File: src/rtl/imem_loader.sv
// imem_loader: boot-time instruction memory writer.
// Packs a valid/ready byte stream little-endian into 32-bit words, writes
// them to consecutive word-aligned addresses from 0, and holds the CPU in
// reset until the image (terminated by in_last) has been written.
module imem_loader #(
  parameter int DEPTH_WORDS = 256,
  parameter int IDX_W       = 8
) (
  input  logic             clk,
  input  logic             rst,
  input  logic             in_valid,
  input  logic [7:0]       in_data,
  input  logic             in_last,
  output logic             in_ready,
  input  logic             reload,
  output logic             mem_we,
  output logic [31:0]      mem_addr,
  output logic [31:0]      mem_wdata,
  output logic             cpu_hold,
  output logic             load_done,
  output logic [IDX_W:0]   words_loaded,
  output logic             overflow
);

  typedef enum logic [1:0] {
    ST_LOAD  = 2'd0,
    ST_WRITE = 2'd1,
    ST_DONE  = 2'd2
  } state_t;

  state_t          state_q, state_d;
  logic [1:0]      byteCnt_q, byteCnt_d;
  logic [31:0]     asm_q, asm_d;
  logic [IDX_W:0]  wordIdx_q, wordIdx_d;
  logic            last_q, last_d;
  logic            overflow_q, overflow_d;
  logic [31:0]     memAddr_q, memAddr_d;
  logic [31:0]     memWdata_q, memWdata_d;
  logic            loadDone_q, loadDone_d;

  logic            accept;
  logic            memFull;
  logic            wordEnds;
  logic [31:0]     asmWithByte;

  assign accept   = in_valid && in_ready;
  assign memFull  = (wordIdx_q == (IDX_W + 1)'(DEPTH_WORDS));
  assign wordEnds = (byteCnt_q == 2'd3) || in_last;

  // Drop the incoming byte into the lane selected by byteCnt.
  always_comb begin
    asmWithByte = asm_q;
    case (byteCnt_q)
      2'd0:    asmWithByte[7:0]   = in_data;
      2'd1:    asmWithByte[15:8]  = in_data;
      2'd2:    asmWithByte[23:16] = in_data;
      default: asmWithByte[31:24] = in_data;
    endcase
  end

  // State register.
  always_ff @(posedge clk) begin
    if (rst) state_q <= ST_LOAD;
    else     state_q <= state_d;
  end

  // Next-state logic; once memory is full, bytes are swallowed until in_last.
  always_comb begin
    state_d = state_q;
    case (state_q)
      ST_LOAD: begin
        if (accept) begin
          if (memFull) begin
            if (in_last) state_d = ST_DONE;
          end else if (wordEnds) begin
            state_d = ST_WRITE;
          end
        end
      end
      ST_WRITE: state_d = last_q ? ST_DONE : ST_LOAD;
      ST_DONE:  if (reload) state_d = ST_LOAD;
      default:  state_d = ST_LOAD;
    endcase
  end

  // Datapath next values: word assembly, write latch, counters, overflow.
  always_comb begin
    byteCnt_d  = byteCnt_q;
    asm_d      = asm_q;
    wordIdx_d  = wordIdx_q;
    last_d     = last_q;
    overflow_d = overflow_q;
    memAddr_d  = memAddr_q;
    memWdata_d = memWdata_q;
    case (state_q)
      ST_LOAD: begin
        if (accept) begin
          if (memFull) begin
            overflow_d = 1'b1;
          end else begin
            asm_d     = asmWithByte;
            byteCnt_d = byteCnt_q + 2'd1;
            if (wordEnds) begin
              memAddr_d  = {{(29 - IDX_W){1'b0}}, wordIdx_q, 2'b00};
              memWdata_d = asmWithByte;
              last_d     = in_last;
            end
          end
        end
      end
      ST_WRITE: begin
        wordIdx_d = wordIdx_q + 1'b1;
        asm_d     = 32'd0;
        byteCnt_d = 2'd0;
      end
      ST_DONE: begin
        if (reload) begin
          wordIdx_d  = '0;
          overflow_d = 1'b0;
          asm_d      = 32'd0;
          byteCnt_d  = 2'd0;
          last_d     = 1'b0;
        end
      end
      default: ;
    endcase
    loadDone_d = (state_d == ST_DONE) && (state_q != ST_DONE);
  end

  // Datapath registers; reset discards any partially assembled word.
  always_ff @(posedge clk) begin
    if (rst) begin
      byteCnt_q  <= 2'd0;
      asm_q      <= 32'd0;
      wordIdx_q  <= '0;
      last_q     <= 1'b0;
      overflow_q <= 1'b0;
      memAddr_q  <= 32'd0;
      memWdata_q <= 32'd0;
      loadDone_q <= 1'b0;
    end else begin
      byteCnt_q  <= byteCnt_d;
      asm_q      <= asm_d;
      wordIdx_q  <= wordIdx_d;
      last_q     <= last_d;
      overflow_q <= overflow_d;
      memAddr_q  <= memAddr_d;
      memWdata_q <= memWdata_d;
      loadDone_q <= loadDone_d;
    end
  end

  // Outputs; rst masks handshake and strobes so nothing moves during reset.
  always_comb begin
    in_ready     = (state_q == ST_LOAD) && !rst;
    mem_we       = (state_q == ST_WRITE) && !rst;
    cpu_hold     = (state_q != ST_DONE) || rst;
    load_done    = loadDone_q && !rst;
    mem_addr     = memAddr_q;
    mem_wdata    = memWdata_q;
    words_loaded = wordIdx_q;
    overflow     = overflow_q;
  end

endmodule

File: config.mk
export PLATFORM = sky130hd
export DESIGN_NAME = imem_loader
export DESIGN_NICKNAME = d
export VERILOG_FILES = /design/src/rtl/imem_loader.sv
export SDC_FILE = /design/constraint.sdc
export NUM_CORES = 1
export LEC_CHECK = 0
export CAP_MARGIN = 20
export CORE_UTILIZATION = 55
export CTS_CLUSTER_DIAMETER = 30
export DETAILED_ROUTE_END_ITERATION = 16
export DONT_BUFFER_PORTS = 1
export PLACE_DENSITY = 0.73
export SYNTH_ARGS = -nofsm -noshare
export SYNTH_HDL_FRONTEND = slang
export SYNTH_SLANG_ARGS = --single-unit
File: constraint.sdc
create_clock -name clk -period 1.9 [get_ports clk]
set_input_delay 0.285 -clock clk [delete_from_list [all_inputs] [get_ports clk]]
set_output_delay 0.285 -clock clk [all_outputs]
set_load 0.03 [all_outputs]
Word-level counts from Yosys, hierarchy flattened:

Index checks and enable logic that the tools add are counted.

* multiply operators: 0
* order comparisons: 0
* add/subtract/negate cells: 2
* mux-type cells: 29
* reduce and logical (&&, ||, !) cells: 19
* shift-type cells: 0
* eq/ne operators: 13
* divide/modulo/power cells: 0
* bitwise gates (word level): 1

Operators with widths (number)
* 32-bit two-way mux: 3
* 32-bit case mux with 3 select lines: 1
* 8-bit two-way mux: 4
* 2-bit two-way mux: 9
* 9-bit case mux with 2 select lines: 1
* 2-bit inequality test (second input constant): 6
* 2-bit case mux with 3 select lines: 2
* 4-bit AND reduction: 3
* 9-bit by 1-bit adder with 9-bit output (second input constant): 1
* 9-bit == test (second input constant): 1
* 9-bit two-way mux: 1
* 2-bit == test (second input constant): 4
* 1-bit two-way mux: 6
* 1-bit logical AND: 5
* 5-bit AND reduction: 1
* 2-bit by 1-bit == test with 1-bit output (second input constant): 2
* 2-bit logical NOT: 2
* 1-bit case mux with 2 select lines: 2
* 2-bit nonzero test: 2
* 3-bit nonzero test: 1
* 3-bit OR reduction: 1
* 2-bit by 1-bit adder with 2-bit output (second input constant): 1
* 1-bit logical OR: 2
* 2-bit AND reduction: 1
* other kinds (2): 2

* memories kept: 0
* output and inout port bits: 78
* input bits: 13
* flip-flop bits (word level): 89
* word-level logic and storage cells: 73
* memory bits (writable): 0
* memory bits (read-only): 0
* latch bits: 0

Logic depth before layout (Yosys ltp):

Gate-level depths: netlist of the first run.

* word-level depth: 8
* mapped depth: 8
* gate-level depth less buffers: 6

Worst setup path before layout of the first run:

Ideal clock, no wire load.

* kind: register to register
* from: register wordIdx_q[0] (netlist: words_loaded[0])
* to: register asm_q[15]
* clock period less this slack: 2142 ps
* data required time: 1783 ps
* data arrival time: 2025 ps
* library setup time: 117 ps
* cell stages (with the launch flop): 7
* slack: -242 ps
* cell sequence: dfxtp_1 inv_1 ha_1 and4bb_1 a2111oi_4 a221oi_4 a22o_1

* longest elaborated chain between the ends: 3

RTL lines
* start: declaration: RTL line 34 `logic [IDX_W:0] wordIdx_q, wordIdx_d;`
* start signal: assignment: RTL line 144 `wordIdx_q <= wordIdx_d;`
* 9-bit == test: RTL line 47 `assign memFull = (wordIdx_q == (IDX_W + 1)'(DEPTH_WORDS));`
* 2-bit inequality test (no source line)
* 4-bit AND reduction (no source line)
* end signal: assignment: RTL line 143 `asm_q <= asm_d;`
* end: declaration: RTL line 33 `logic [31:0] asm_q, asm_d;`

Every way passes these cells.
A chain may end at the register's enable or synchronous reset.

Worst setup path after layout of the first run:

* from: register wordIdx_q[0] (netlist: words_loaded[0])
* to: register memWdata_q[10] (netlist: mem_wdata[10])

* longest elaborated chain between the ends: 3

RTL lines
* 9-bit == test: RTL line 47
* 1-bit inverter (no source line)
* 4-bit AND reduction (no source line)
* end signal: assignment: RTL line 148 `memWdata_q <= memWdata_d;`
* end: declaration: RTL line 38 `logic [31:0] memWdata_q, memWdata_d;`

Every way passes these cells.

==> reports/summary.txt, run 1 <==
Ratio of cells with drive above 1 in the final layout: 0.3646
Die area: 8202 um2
Ys flop type: dfxtp_1
Total track usage: 0.2528
Clock sinks: 89
Final HPWL DP: 6579 um
Largest net degree at the start of global routing: 62
CTS Buffer Depth: 2
Area share of the largest cell type after synthesis: 0.4130
Fin crit period: 1.995 ns
First-pass GRT wire length: 16280 um
Cells after Synth: 423
WHS: -0.03395 ns
Root Driver: clkbuf_8
# fillers: 562
WL/cell: 19.29 um
Via count: 3369
Vert. Die Dim: 90.57 um
Worst Max-Slew Pin Slew: 0.5931 ns
ANT cells: 0
FMAX: 501.2 MHz
GPL Wtd Cong: 0.8273
Antenna viol nets, final: 0
Peak supply drop: 0.5529 mV
Ratio of final minimum period to clock period: 1.050
Final Max Tran Viols: 0
Remaining DRCs: 0
PortBufs: 0
Core Region: 7408 um2
Internal power: 3.001 mW
P_leak: 1.863 nW
Slew Limit Headroom: 0.6038
Worst-path cell chain: inv_4 > ha_4 > or4bb_4 > buf_6 > o211a_4 > clkbuf_16 > a211oi_1
Multi-input gate area: 2430 um2
Dominant cell type by area after synthesis: dfxtp_1
# setup viols final: 41
1st-pass router iterations: 4
GRT overflow: 0
Die Wd: 90.57 um
PwrDens: 848.6 nW/um2
Tot Pwr: 4.373 mW
RSZ-0062 raised after global routing: yes
Delay-heaviest family, CP: compound AO/OA/AOI/OAI gates
Startpoint Class: flop
Vias in the first global route: 3143
Setup ws final: -0.09517 ns
Setup TNS: -0.9869 ns
Crit path arrival time: 2.28 ns
WP data required: 2.18 ns
Worst Path Max Fanout: 13
Switch share: 0.3137
Critical path class: flop to flop
CP Capture Type: flop
# IOs: 91
Syn Area/Cell: 10.20 um2
Post-Syn Area: 4314 um2
Warnings from Yosys: 0
Sequential cell area: 1803 um2
FP Rows: 31
Post-synth cell types: 49
Top cells by area, synth: dfxtp_1 (41%), mux2i_1 (9.7%), a211oi_2 (8.1%)
CTS clk-pin slew, worst paths: 0.09 ns
Status: finished with violations
Sequential fraction of the synthesis area: 0.4130
Async set-reset flop share out of synthesis: 0
Fin. Hold Viols: 23
DR iter-0 viols: 207
Clock power share: 0.315
Failing checks: negative hold slack, negative setup slack
Initial core utilization: 0.5823
Setup Skew: 0.01164 ns
Sequential power share: 0.480
Worst path bufs/invs: 3
Max Cap Viol: 0
H-tree Lvls: 3
Combinational fraction of design power: 0.204
Total net switching power: 1.372 mW
Yosys reg bits: 89
CTS tree: built
Inserted Clock Buffers: 9
Vias per inst: 6.048
Number of synthesized flops with an enable pin: 0
Worst hold path type: input pin to flop
Clock Latency Late Sink: 0.38 ns
Layout area overhead: 19.46%
Crit path largest cell delay: 0.49 ns
Worst path slowest cell: or4bb_4
Initial antenna violation count: 0
# nets final: 477
Final WL: 10750 um
[what timing repair did]
| item | CTS | global route |
|---|---|---|
| pin swaps | 4 | 7 |
| cloned | 1 | 5 |
| endpoints found under the hold margin | 44 | 44 |
| endpoints found under the setup margin | 70 | 81 |
| gates resized for setup | 36 | 29 |
| setup buffers | 5 | 3 |
[per-stage QoR]
step	utilization	instance area (um2)	hold WS (ns)	worst slack (ns)	cells
after floorplan	-	4429	0.3983	-0.05572	445
after global placement	0.6124	4537	0.3550	-0.03934	528
after detailed placement	0.6124	4537	0.3595	-0.08180	528
after CTS	0.6642	4921	-0.03653	-0.05317	550
after global routing	0.6957	5154	-0.04828	-0.1379	557
final	0.6957	5154	-0.03395	-0.09517	557
[cells by family after synthesis]
family	Yosys count	synth area share
xor gates and xnor gates	1	0.002031
DFF	89	0.4130
and+or+nand+nor	101	0.1163
AOI/OAI and AO/OA	111	0.2488
other	1	0.0008692
buffers and inverters	67	0.08961
adders and majority gates	11	0.03190
muxes	42	0.09745
[synth_stat cells, types with 10 or more instances]
cell and count:
a211oi_2 28, a32o_1 24, buf_1 11, buf_4 23, clkbuf_1 12, dfxtp_1 89, ha_1 11, inv_1 12
mux2i_1 42, nor2_1 50, o21ai_0 10
[final cells by class]
type,instances,area share
Multi-Input combinational cell,290,0.4715
Tap cell,99,0.02404
Clock inverter,6,0.01432
Inverter,12,0.01020
Sequential cell,89,0.3498
Timing Repair Buffer,51,0.1034
Clock buffer,10,0.02671
[power groups by stage]
stage	Combinational, mW	Sequential [mW]	Clock [mW]
after floorplan	0.642	2.13	0
after global placement	0.743	2.13	0
after detailed placement	0.764	2.13	0
after CTS	0.818	2.09	1.39
after global routing	0.952	2.11	1.49
final	0.893	2.10	1.38
[placed cells by master (no fill, tap or decap), types with 9 or more instances in the layout]
master / n
dfxtp_1: 78
mux2i_1: 41
buf_4: 37
a211oi_2: 31
nor2_2: 28
a32o_1: 24
conb_1: 23
nor2_1: 20
clkbuf_8: 10
nand2_1: 9
o21ai_0: 9
a21oi_1: 9
[final timing paths]
check,start,to,slack (ns),cells past startpoint
hold reg to reg,asm_q[10],asm_q[10],0.47,1
setup reg to reg,words_loaded[0],mem_wdata[10],-0.1,7
hold / removal,rst,words_loaded[2],-0.03,1
setup / recovery,words_loaded[0],mem_wdata[10],-0.1,7
[routing by layer]
layer | vias to the layer above | share of wire | track usage
met4 | 0 | 0.015 | 0.1035
li1 | 1564 | - | -
met5 | - | 0 | 0
met3 | 14 | 0.054 | 0.04798
met2 | 100 | 0.49 | 0.4097
met1 | 1691 | 0.44 | 0.3296
[sequential cells by signal (all words and copies together) (netlist names)]
name and count:
asm_q 32, byteCnt_q 2, last_q 1, loadDone_q 1, mem_addr 9, mem_wdata 32
overflow 1, state_q 2, words_loaded 9
(Power assumes the default switching activity.)
==> inputs of run 2 (changes only) <==
Settings changed: CTS_CLUSTER_SIZE set to 8, GPL_TIMING_DRIVEN set to 0.
==> run 2 against run 1 <==
  * The flow finishes with violations (negative setup slack)
  * Critical path depth unchanged
  * Core utilization grew 4.5 points
  * Clock power fell by 15%
  * Clock skew barely moved
  * Register-to-register slack got worse by 0.10 ns
  * Fmax is 5.0% lower
  * Global-route usage is 1.4 points higher
  * Sequential power about the same
  * Final cell count is 3.4% higher
  * Cell area increased by 6.5%
  * Non-clock buffer count is 20 higher
  * Routed wire length rose by 2.7%
  * Largest cell class unchanged
  * Highest routed layer unchanged
==> reports/summary.txt, run 2 (synthesized netlist as in run 1, its figures left out) <==
Most common cell after layout, fill and taps aside: dfxtp_1 (unchanged)
PortBufs: 0 (unchanged)
Die Wd: 90.57 um (unchanged)
WP data required: 2.16 ns (was 2.18 ns)
Slew Limit Headroom: 0.5004 (was 0.6038)
Clock sinks: 89 (unchanged)
Antenna viol nets, final: 0 (unchanged)
Vias in the first global route: 3332 (was 3143)
Inserted Clock Buffers: 9 (unchanged)
CTS Buffer Depth: 2 (unchanged)
Total track usage: 0.2666 (was 0.2528)
Fin. Hold Viols: 0 (was 23)
WHS: 0.03754 ns (was -0.03395 ns)
Largest net degree at the start of global routing: 16 (was 62)
# fillers: 512 (was 562)
Final HPWL DP: 7024 um (was 6579 um)
First-pass GRT wire length: 17220 um (was 16280 um)
# nets final: 496 (was 477)
Initial antenna violation count: 0 (unchanged)
Setup Skew: 0.01151 ns (was 0.01164 ns)
Root Driver: clkbuf_8 (unchanged)
GPL Wtd Cong: 0.8845 (was 0.8273)
1st-pass router iterations: 6 (was 4)
CP Capture Type: flop (unchanged)
P_leak: 2.004 nW (was 1.863 nW)
Max Cap Viol: 0 (unchanged)
DR iter-0 viols: 229 (was 207)
Core Region: 7408 um2 (unchanged)
Vias per inst: 5.906 (was 6.048)
Worst-path cell chain: inv_4 > ha_4 > or4bb_4 > buf_4 > o21ai_4 > a21boi_2 > a32o_1 (was inv_4 > ha_4 > or4bb_4 > buf_6 > o211a_4 > clkbuf_16 > a211oi_1)
H-tree Lvls: 3 (unchanged)
Critical path class: flop to flop (unchanged)
WL/cell: 19.16 um (was 19.29 um)
Fin area: 5487 um2 (was 5154 um2)
RSZ-0062 raised after global routing: yes (unchanged)
PwrDens: 789.1 nW/um2 (was 848.6 nW/um2)
Crit path from: words_loaded[1] (was words_loaded[0])
Clock Latency Late Sink: 0.37 ns (was 0.38 ns)
Switch share: 0.3334 (was 0.3137)
Pre-CTS setup slack: -0.4094 ns (was -0.08180 ns)
Remaining DRCs: 0 (unchanged)
Post-place instance area: 4553 um2 (was 4537 um2)
Clock power share: 0.270 (was 0.315)
Worst R2R End: asm_q[26] (was mem_wdata[10])
GRT overflow: 0 (unchanged)
Initial core utilization: 0.5823 (unchanged)
FP Rows: 31 (unchanged)
# setup viols final: 77 (was 41)
# IOs: 91 (unchanged)
Ratio of final minimum period to clock period: 1.105 (was 1.050)
Worst Path Max Fanout: 7 (was 13)
CTS clk-pin slew, worst paths: 0.09 ns (about the same)
Status: finished with violations (unchanged)
Setup ws final: -0.1998 ns (was -0.09517 ns)
ANT cells: 0 (unchanged)
R2R cell count: 7 (unchanged)
Layout area overhead: 27.18% (was 19.46%)
Total net switching power: 1.444 mW (was 1.372 mW)
Failing checks: negative setup slack (was negative hold slack, negative setup slack)
Worst hold path type: input pin to flop (unchanged)
Leading cell types in the layout, fill and taps excluded: dfxtp_1 (79), mux2i_1 (41), nor2_4 (32), a211oi_2 (32), buf_4 (30) (was dfxtp_1 (78), mux2i_1 (41), buf_4 (37))
Fin crit period: 2.100 ns (was 1.995 ns)
Worst Max-Slew Pin Slew: 0.7494 ns (was 0.5931 ns)
Die area: 8202 um2 (unchanged)
Vert. Die Dim: 90.57 um (unchanged)
Critical Path Sink: asm_q[26] (was mem_wdata[10])
Worst path slowest cell: or4bb_4 (unchanged)
Crit path largest cell delay: 0.48 ns (was 0.49 ns)
Startpoint Class: flop (unchanged)
Reg2reg start: words_loaded[1] (was words_loaded[0])
Final Max Tran Viols: 0 (unchanged)
Peak supply drop: 0.5063 mV (was 0.5529 mV)
Ratio of cells with drive above 1 in the final layout: 0.3753 (was 0.3646)
Setup TNS: -10.04 ns (was -0.9869 ns)
CTS tree: built (unchanged)
Reg-to-reg slack, setup: -0.20 ns (was -0.1 ns)
Internal power: 2.886 mW (was 3.001 mW)
Crit path arrival time: 2.36 ns (was 2.28 ns)
Via count: 3402 (was 3369)
Final WL: 11030 um (was 10750 um)
Sequential power share: 0.491 (was 0.480)
FMAX: 476.2 MHz (was 501.2 MHz)
Combinational fraction of design power: 0.239 (was 0.204)
## run 2: cell types whose count changed in the layout (fill, tap and decap cells not counted), moves of 3 or more
cell and change:
nor2_4 +30, nor2_2 -27, buf_1 +10, buf_4 -7, clkbuf_1 +6, buf_8 +4, nor2_1 -3
## run 2: area by class of cell
| type | instances | area (um2) | share of cell area |
|---|---|---|---|
| timing repair buffer | 17 | 235.2 | 0.04287 |
| multi-input combinational | 289 | 2634 | 0.4800 |
| inverter | 12 | 50.05 | 0.009122 |
| clock buffer | 10 | 127.6 | 0.02326 |
| clock inverter | 6 | 42.54 | 0.007754 |
| sequential | 89 | 1804 | 0.3288 |
| buffer | 54 | 469.2 | 0.08552 |
| tap | 99 | 123.9 | 0.02258 |
## run 2: power by group through the flow
stage | logic [mW] | registers (mW) | clock network [mW]
final | 1.03 | 2.13 | 1.17
after global routing | 1.09 | 2.14 | 1.26
after CTS | 0.949 | 2.12 | 1.18
after detailed placement | 0.784 | 2.15 | 0
after global placement | 0.769 | 2.14 | 0
after floorplan | 0.642 | 2.13 | 0
## run 2: routing by layer
| layer | wire [um] | global-route usage | part of all wire |
|---|---|---|---|
| met5 | 0 | 0 | 0 |
| met4 | 205 | 0.1062 | 0.019 |
| met3 | 683 | 0.04545 | 0.062 |
| met2 | 5343 | 0.4438 | 0.48 |
| met1 | 4802 | 0.3425 | 0.44 |
## run 2: worst min-delay path by stage
stage,endpoint,cells after the start,from
final,overflow,1,reload
after global routing,overflow,1,reload
after CTS,overflow,1,reload
after detailed placement,overflow,1,reload
after global placement,overflow,1,reload
after floorplan,overflow,1,reload
## run 2: repair_timing
item / in CTS / in global routing
gates resized for setup: 98 / 50
pin swaps: 16 / 9
gates cloned: 4 / 1
setup endpoints to repair: 87 / 84
setup buffers: 10 / 5
hold buffers: 0 / 0
## run 2: stage by stage
stage / cells / total power [mW] / utilization
after detailed placement: 544 / 2.931 / 0.6146
after global routing: 576 / 4.486 / 0.7406
after floorplan: 445 / 2.773 / -
after CTS: 573 / 4.242 / 0.7107
after global placement: 544 / 2.913 / 0.6146
final: 576 / 4.329 / 0.7406
## run 2: critical path: cells and delay by family, from the launching register on
family | cells | cell delay, ns
DFF | 1 | 0.41
AOI/OAI and AO/OA | 3 | 0.73
and+or+nand+nor | 1 | 0.48
buffers and inverters | 2 | 0.25
adders and majority gates | 1 | 0.13
==> inputs of run 3 (changes only) <==
Settings changed: HOLD_SLACK_MARGIN set to 0.03.
==> run 3 against run 2 <==
  * The flow still finishes with violations (negative setup slack)
  * Cell area increased by 0.18%
  * Total power about the same
  * Clock-buffer cell count unchanged
  * Critical path depth unchanged
  * Setup slack got worse by 0.0029 ns
  * Combinational power about the same
  * Non-clock buffer count increased by 1
  * Die area unchanged
  * Worst hold slack improved by 0.018 ns
  * Clock power about the same
  * Routed wire length increased by 0.15%
==> reports/summary.txt, run 3 (synthesized netlist as in run 1, its figures left out) <==
Leading cell types in the layout, fill and taps excluded: dfxtp_1 (79), mux2i_1 (41), nor2_4 (32), a211oi_2 (32), buf_4 (30) (unchanged)
Setup Skew: 0.01026 ns (was 0.01151 ns)
Root Driver: clkbuf_8 (unchanged)
Max Cap Viol: 0 (unchanged)
Total track usage: 0.2668 (was 0.2666)
CTS tree: built (unchanged)
CTS Buffer Depth: 2 (unchanged)
Status: finished with violations (unchanged)
1st-pass router iterations: 5 (was 6)
Reg-to-reg slack, setup: -0.20 ns (about the same)
Worst path bufs/invs: 2 (unchanged)
Ratio of final minimum period to clock period: 1.107 (was 1.105)
Tot Pwr: 4.329 mW (about the same)
Clock Latency Late Sink: 0.36 ns (was 0.37 ns)
# setup viols final: 77 (unchanged)
Fin crit period: 2.103 ns (was 2.100 ns)
H-tree Lvls: 3 (unchanged)
Ratio of cells with drive above 1 in the final layout: 0.3745 (was 0.3753)
Crit path largest cell delay: 0.48 ns (about the same)
# fillers: 510 (was 512)
Setup TNS: -10.08 ns (was -10.04 ns)
# IOs: 91 (unchanged)
Fin. Hold Viols: 0 (unchanged)
Inserted Clock Buffers: 9 (unchanged)
Remaining DRCs: 0 (unchanged)
Delay-heaviest family, CP: compound AO/OA/AOI/OAI gates (unchanged)
Met3 wire len: 659 um (was 683 um)
GPL Wtd Cong: 0.8845 (unchanged)
Worst R2R End: asm_q[26] (unchanged)
Worst Hold End: asm_q[23] (was overflow)
Vias in the first global route: 3341 (was 3332)
WHS: 0.05576 ns (was 0.03754 ns)
Placed cells: 544 (unchanged)
Reg2reg start: words_loaded[1] (unchanged)
Worst Max-Slew Pin Slew: 0.7620 ns (was 0.7494 ns)
Most common cell after layout, fill and taps aside: dfxtp_1 (unchanged)
CP Capture Type: flop (unchanged)
Largest net degree at the start of global routing: 16 (unchanged)
Clock sinks: 89 (unchanged)
First-pass GRT wire length: 17230 um (was 17220 um)
WL/cell: 19.15 um (was 19.16 um)
Wire length on met2: 5415 um (was 5343 um)
WP data required: 2.16 ns (about the same)
CP Depth: 7 (unchanged)
Crit path arrival time: 2.36 ns (about the same)
Final Max Tran Viols: 0 (unchanged)
DR iter-0 viols: 232 (was 229)
Min-Delay Path Depth: 1 (unchanged)
PwrDens: 787.6 nW/um2 (was 789.1 nW/um2)
R2R cell count: 7 (unchanged)
Slew Limit Headroom: 0.4920 (was 0.5004)
Final WL: 11050 um (was 11030 um)
CTS clk-pin slew, worst paths: 0.09 ns (about the same)
ANT cells: 0 (unchanged)
Worst path slowest cell: or4bb_4 (unchanged)
Fin cells: 577 (was 576)
Worst Path Max Fanout: 7 (unchanged)
FMAX: 475.6 MHz (was 476.2 MHz)
Initial antenna violation count: 0 (unchanged)
Wire length on met1: 4775 um (was 4802 um)
P_leak: 2.008 nW (was 2.004 nW)
Post-layout util: 0.7419 (was 0.7406)
Vias per inst: 5.905 (was 5.906)
Layout area overhead: 27.41% (was 27.18%)
Multi-input gate area: 2634 um2 (unchanged)
PortBufs: 0 (unchanged)
Critical path class: flop to flop (unchanged)
Max layer used: met4 (unchanged)
Worst hold path type: input pin to flop (unchanged)
Initial core utilization: 0.5823 (unchanged)
Via count: 3407 (was 3402)
Sequential cell area: 1804 um2 (unchanged)
Vert. Die Dim: 90.57 um (unchanged)
Setup ws final: -0.2027 ns (was -0.1998 ns)
Peak supply drop: 0.5062 mV (was 0.5063 mV)
FP Rows: 31 (unchanged)
Hold Startpoint: in_data[7] (was reload)
GRT overflow: 0 (unchanged)
Core Region: 7408 um2 (unchanged)
Crit path from: words_loaded[1] (unchanged)
Failing checks: negative setup slack (unchanged)
Startpoint Class: flop (unchanged)
Antenna viol nets, final: 0 (unchanged)
RSZ-0062 raised after global routing: yes (unchanged)
Final HPWL DP: 7024 um (unchanged)
# nets final: 497 (was 496)
Die Wd: 90.57 um (unchanged)
Worst-path cell chain: inv_4 > ha_4 > or4bb_4 > buf_4 > o21ai_4 > a21boi_2 > a32o_1 (unchanged)
Die area: 8202 um2 (unchanged)
==> run 3: changes by cell type in the layout (fill, tap and decap cells not counted) <==
cell | previous run | this run
dlygate4sd3_1 | 0 | 1
==> run 3: repair_timing <==
action                                  4_1_cts  5_1_grt
buffers inserted                             10        5
resized for setup                            98       50
endpoints found under the setup margin       87       84
hold buffers                                  1        0
endpoints found under the hold margin         1        0
pin swaps                                    16        9
cloned                                        4        1
==> run 3: final cells by class <==
type                    count  area share
inverters                  12    0.009105
flip-flops and latches     89      0.3282
plain buffers              54     0.08536
well taps                  99     0.02254
clock buffers              10     0.02322
repair buffers             18     0.04462
multi-input cells         289      0.4792
clock inverters             6    0.007740
==> run 3: power breakdown <==
part | leakage (nW) | internal, mW | switching, mW
registers | 0.728 | 1.95 | 0.173
logic | 1.20 | 0.457 | 0.580
clock network | 0.0827 | 0.478 | 0.690
total | 2.01 | 2.89 | 1.44
==> run 3: worst register-to-register path, cell delays in order, from the launching register on <==
cell and delay (ns):
dfxtp_4 0.41, inv_4 0.07, ha_4 0.13, or4bb_4 0.48, buf_4 0.18, o21ai_4 0.25
a21boi_2 0.18, a32o_1 0.30
==> run 3: worst max path at each step <==
| stage | endpoint | slack [ns] |
|---|---|---|
| finish | asm_q[26] | -0.20 |
| global route | asm_q[8] | -0.24 |
| CTS | mem_addr[5] | -0.15 |
| detailed placement | words_loaded[6] | -0.41 |
| global placement | in_ready | -0.32 |
| floorplan | asm_q[15] | -0.06 |
==> run 3: per-layer routing <==
| layer | vias up | GRT usage |
|---|---|---|
| li1 | 1611 | - |
| met1 | 1663 | 0.3425 |
| met5 | - | 0 |
| met4 | 0 | 0.1062 |
| met3 | 15 | 0.04545 |
| met2 | 118 | 0.4444 |
==> run 3: per-stage QoR <==
stage                     worst slack (ns)  cell area, um2
after global placement             -0.3243            4553
after global routing               -0.2368            5497
final                              -0.2027            5497
after CTS                          -0.1467            5275
after detailed placement           -0.4094            4553
after floorplan                   -0.05572            4429
